$ cat src/rtl/fifo_stream_reader.sv
// Read-side master for sync_fifo: pops words and re-presents them as a valid/ready stream
// framed in bursts of BURST_LEN beats, with a 2-entry skid buffer for full-rate backpressure.
module fifo_stream_reader #(
   parameter int unsigned WIDTH     = 32,
   parameter int unsigned BURST_LEN = 4
) (
   input  logic             clk,
   input  logic             rst_n,
   input  logic             en,
   input  logic [WIDTH-1:0] fifo_rdata,
   input  logic             fifo_rempty,
   output logic             fifo_rinc,
   output logic [WIDTH-1:0] m_tdata,
   output logic             m_tvalid,
   input  logic             m_tready,
   output logic             m_tlast,
   output logic             busy
);

   localparam int unsigned   CW   = (BURST_LEN > 1) ? $clog2(BURST_LEN) : 1;
   localparam logic [CW-1:0] LAST = CW'(BURST_LEN - 1);

   typedef enum logic [1:0] {
      S_IDLE,
      S_RUN,
      S_DRAIN,
      S_FLUSH
   } state_e;

   state_e           state_q, state_d;
   logic [CW-1:0]    iss_cnt_q, iss_cnt_d;
   logic [CW-1:0]    out_cnt_q, out_cnt_d;
   logic             infl_q;
   logic [WIDTH-1:0] data_q, data_d;
   logic             valid_q, valid_d;
   logic             last_q, last_d;
   logic [WIDTH-1:0] skid_q, skid_d;
   logic             skid_v_q, skid_v_d;

   logic             can_issue;
   logic             pop;
   logic             land;
   logic [1:0]       occ;
   logic [2:0]       committed;

   function automatic logic [CW-1:0] wrap_inc(input logic [CW-1:0] v);
      return (v == LAST) ? '0 : v + 1'b1;
   endfunction

   assign pop       = valid_q & m_tready;
   assign land      = infl_q;
   assign occ       = {1'b0, valid_q} + {1'b0, skid_v_q};
   // Entries held plus the word in flight, minus the one leaving; pop implies occ>=1
   assign committed = {1'b0, occ} + {2'b00, infl_q} - {2'b00, pop};
   assign fifo_rinc = can_issue & ~fifo_rempty & (committed < 3'd2);

   assign m_tdata   = data_q;
   assign m_tvalid  = valid_q;
   assign m_tlast   = last_q;
   assign busy      = (state_q != S_IDLE);

   always_comb begin
      state_d   = state_q;
      can_issue = 1'b0;
      case (state_q)
         S_IDLE: begin
            if (en) state_d = S_RUN;
         end
         S_RUN: begin
            can_issue = 1'b1;
            if (!en) state_d = (iss_cnt_q == '0) ? S_FLUSH : S_DRAIN;
         end
         S_DRAIN: begin
            can_issue = (iss_cnt_q != '0);
            if (en)                   state_d = S_RUN;
            else if (iss_cnt_q == '0) state_d = S_FLUSH;
         end
         S_FLUSH: begin
            if (en)                            state_d = S_RUN;
            else if ((occ == 2'd0) && !infl_q) state_d = S_IDLE;
         end
         default: state_d = S_IDLE;
      endcase
   end

   always_comb begin
      out_cnt_d = pop ? wrap_inc(out_cnt_q) : out_cnt_q;
      iss_cnt_d = fifo_rinc ? wrap_inc(iss_cnt_q) : iss_cnt_q;
      data_d    = data_q;
      valid_d   = valid_q;
      last_d    = last_q;
      skid_d    = skid_q;
      skid_v_d  = skid_v_q;
      // Every earlier beat has left by the time a word loads the output register,
      // so the post-pop beat count is exactly this word's position in the burst.
      if (!valid_q || m_tready) begin
         if (skid_v_q) begin
            data_d   = skid_q;
            valid_d  = 1'b1;
            last_d   = (out_cnt_d == LAST);
            skid_v_d = land;
            if (land) skid_d = fifo_rdata;
         end else if (land) begin
            data_d  = fifo_rdata;
            valid_d = 1'b1;
            last_d  = (out_cnt_d == LAST);
         end else begin
            valid_d = 1'b0;
            last_d  = 1'b0;
         end
      end else if (land) begin
         skid_v_d = 1'b1;
         skid_d   = fifo_rdata;
      end
   end

   always_ff @(posedge clk or negedge rst_n) begin
      if (!rst_n) begin
         state_q   <= S_IDLE;
         iss_cnt_q <= '0;
         out_cnt_q <= '0;
         infl_q    <= 1'b0;
         data_q    <= '0;
         valid_q   <= 1'b0;
         last_q    <= 1'b0;
         skid_q    <= '0;
         skid_v_q  <= 1'b0;
      end else begin
         state_q   <= state_d;
         iss_cnt_q <= iss_cnt_d;
         out_cnt_q <= out_cnt_d;
         infl_q    <= fifo_rinc;
         data_q    <= data_d;
         valid_q   <= valid_d;
         last_q    <= last_d;
         skid_q    <= skid_d;
         skid_v_q  <= skid_v_d;
      end
   end

endmodule

$ cat config.mk
export PLATFORM = sky130hd
export DESIGN_NAME = fifo_stream_reader
export DESIGN_NICKNAME = d
export VERILOG_FILES = /design/src/rtl/fifo_stream_reader.sv
export SDC_FILE = /design/constraint.sdc
export NUM_CORES = 1
export LEC_CHECK = 0
export ABC_AREA = 1
export BUFFER_PORTS_ARGS = -buffer_cell sky130_fd_sc_hd__buf_4
export CORE_ASPECT_RATIO = 0.8
export CORE_MARGIN = 5
export CORE_UTILIZATION = 34
export CTS_CLUSTER_SIZE = 28
export DETAILED_ROUTE_END_ITERATION = 7
export PLACE_DENSITY_LB_ADDON = 0.08
export SLEW_MARGIN = 20
export SYNTH_ARGS = -nofsm -noshare
export SYNTH_HDL_FRONTEND = slang
export SYNTH_SLANG_ARGS = --single-unit
$ cat constraint.sdc
create_clock -name clk -period 2.8 [get_ports clk]
set_clock_uncertainty 0.2 [all_clocks]
set_input_delay 0 -clock clk [delete_from_list [all_inputs] [get_ports clk]]
set_output_delay 0 -clock clk [all_outputs]
set_load 0.05 [all_outputs]
==> results.toml <==
[clocking]
cts_resized = 0
cts_htree_levels = 3
path_clk_slew_ns = 0.06
cts_buffers = 9
clock_latency_ns = 0.32
cts_tree = "yes"
clock-root-buffer = "clkbuf_16"
clk_path_buf_depth = 2
cts.sinks = 74

[power]
p_leak_nw = 2.604
p_int_w = 0.003140
power_switching_w = 0.002331
ir_drop_v = 0.0005008
swShare_pct = 42.61
p_seq_share_pct = 34.2
total_power_w = 0.005471
p_comb_share_pct = 43.2
power_density_nw_per_um2 = 1142
p_clk_share_pct = 22.6

[routing]
vias_per_cell = 4.387
detail-route-antenna-nets = 0
wl_met1_um = 3932
drc = 0
wl_met2_um = 3706
drt_iter0_markers = 117
vias = 2860
totalWireLength_um = 8080
routed.top_layer = "met4"
drt-pass1-iter-count = 4
met3_wirelength_um = 399
wl_per_cell_um = 12.39

[synthesis]
synthArstFlopShare_pct = 100.0
yosys.area.top_type = "dfrtp_1"
synth_common_cells = "160 x nand2_1, 74 x dfrtp_1, 47 x inv_1"
ys_seq_elements = 74
synth_area_leaders = "dfrtp_1 53%, nand2_1 17%, o211ai_1 7.1%"
yosys_most_used_dff = "dfrtp_1"
synth_edf_count = 0
syn-num-nets = 449
yosysSeqAreaShare_pct = 53.26
yosysMostFrequentCell = "nand2_1"
yosys_warnings = 0
syn_area_um2 = 3477
syn_avg_cell_area_um2 = 8.671
synth_top_area_share_pct = 53.26
yosysUniqueCellTypes = 20
syn_inst = 401

[sta]
grt_setup_unrepaired = "no"
slew_violations = 0
min_period_over_period_pct = 82.24
max_slew_margin_pct = 69.63
hold_slack_ns = 0.2747
worstMarginPinSlew_ns = 0.4538
fin_crit_ns = 2.303
fmax_ghz = 0.4343
final_hold_viol_count = 0
setup_viol = 0
fin_setup_tns_ns = 0

[finish]
final_nets = 555
fin_util_pct = 47.33
area_growth_pct = 37.71
finish.instance_area_um2 = 4788
diodes = 0
drive_gt1_share_pct = 19.53

[min_path]
hold_class = "input port to register"
hold_path_startpoint = "fifo_rdata[15]"

[placed_design]
portBuffers = 72
dpl.hpwl_um = 5112
gp_congestion = 0.7680
place_area_um2 = 4070

[die]
start_util_pct = 34.37
fp.dieW_um = 123.1
rows = 33
core-area_um2 = 10120
die_height_um = 100.5
die_area_um2 = 12360
ioPinCount = 73

[global_route]
overflow = 0
grt_start_max_net_pins = 75
grt.total_usage_pct = 14.03
grt_pass1_wl_um = 13640
grt_pass1_vias = 2795
antenna_found_initial = 0

[critical_path]
startpoint = "skid_v_q"
arrival_ns = 2.10
worst_setup_path_end_kind = "output port"
start_kind = "register"
path_cells = "inv_2, ha_1, inv_1, ha_1, nor2_1, nand3_1, nand2_1, nand2_1, inv_1, buf_4"
slowest_stage = "dfrtp_1"
path_class = "register to output port"
crit_family = "adder cells"
crit_buf_inv = 4
crit_required_ns = 2.60
cp_slowest_stage_delay_ns = 0.42
cp_max_fo = 4
r2r-start = "skid_v_q"

[job]
timing.max_cap.violations = 0

[outcome]
outcome = "complete, no violations"
==> through the flow <==
step / instances / setup WS (ns)
after CTS: 650 / 0.4890
final: 652 / 0.4972
after global routing: 652 / 0.3008
after floorplan: 401 / 0.4393
after detailed placement: 598 / 0.8659
after global placement: 598 / 0.8989
==> registers in the layout (all words and copies together) (netlist names) <==
name       count
infl_q         1
state_q        2
m_tlast        1
out_cnt_q      2
skid_q        32
iss_cnt_q      2
m_tdata       32
m_tvalid       1
skid_v_q       1
==> metal layers <==
metal | vias to the layer above | track usage (%)
met3 | 4 | 4.097
met5 | - | 0
met2 | 60 | 22.18
li1 | 1475 | -
met1 | 1321 | 19.01
met4 | 0 | 3.574
==> layout by cell type, fill, tap and decap left out, types with 3 or more instances in the layout <==
master	count
o21ai_0	12
dlygate4sd3_1	37
o21ai_1	22
inv_1	47
ha_1	11
o211ai_1	33
nand2_1	160
inv_2	3
clkbuf_16	9
nor2_1	5
buf_4	77
dfrtp_1	74
nand3_1	8
==> tightest hold or removal path, delay by kind of cell <==
family	cells	cell delay [ns]
buffers and inverters	3	0.65
AO/OA/AOI/OAI	1	0.11
==> what timing repair did <==
action                    CTS  global route
hold buffers               36             1
setup buffers               0             0
hold endpoints to repair  148            16
==> logic make-up after synthesis <==
group                    after synthesis  share of synthesized area, %
adder cells (fa/ha/maj)               11                         3.958
flip-flops                            74                         53.26
AND/OR/NAND/NOR                      175                         19.50
buffers and inverters                 71                         10.40
AO/OA/AOI/OAI                         70                         12.88
==> power by group through the flow <==
stage / registers (W) / clock network (W) / logic [W]
after floorplan: 0.00259 / 0 / 0.000985
after global placement: 0.00187 / 0 / 0.00232
after detailed placement: 0.00188 / 0 / 0.00235
after CTS: 0.00188 / 0.00128 / 0.00240
after global routing: 0.00193 / 0.00132 / 0.00261
final: 0.00187 / 0.00123 / 0.00236
==> path summary, 6_finish.rpt <==
check,cells after the start,endpoint,slack [ns]
worst min register to register,2,m_tdata[19],0.28
worst min-delay path,4,skid_q[15],0.27
min in group asynchronous,3,m_tdata[28],0.44
worst max register to register,10,iss_cnt_q[0],0.88
worst max-delay path,10,fifo_rinc,0.50
max in group asynchronous,4,m_tdata[12],1.39
==> layout make-up <==
cell class,instances,area [µm²]
sequential,74,1852
inverter,51,193.9
tap,140,175.2
timing repair buffer,115,975.9
clock inverter,5,77.57
fill,1021,5328
clock buffer,11,242.7
multi-input combinational,256,1271
(Power assumes the default switching activity.)
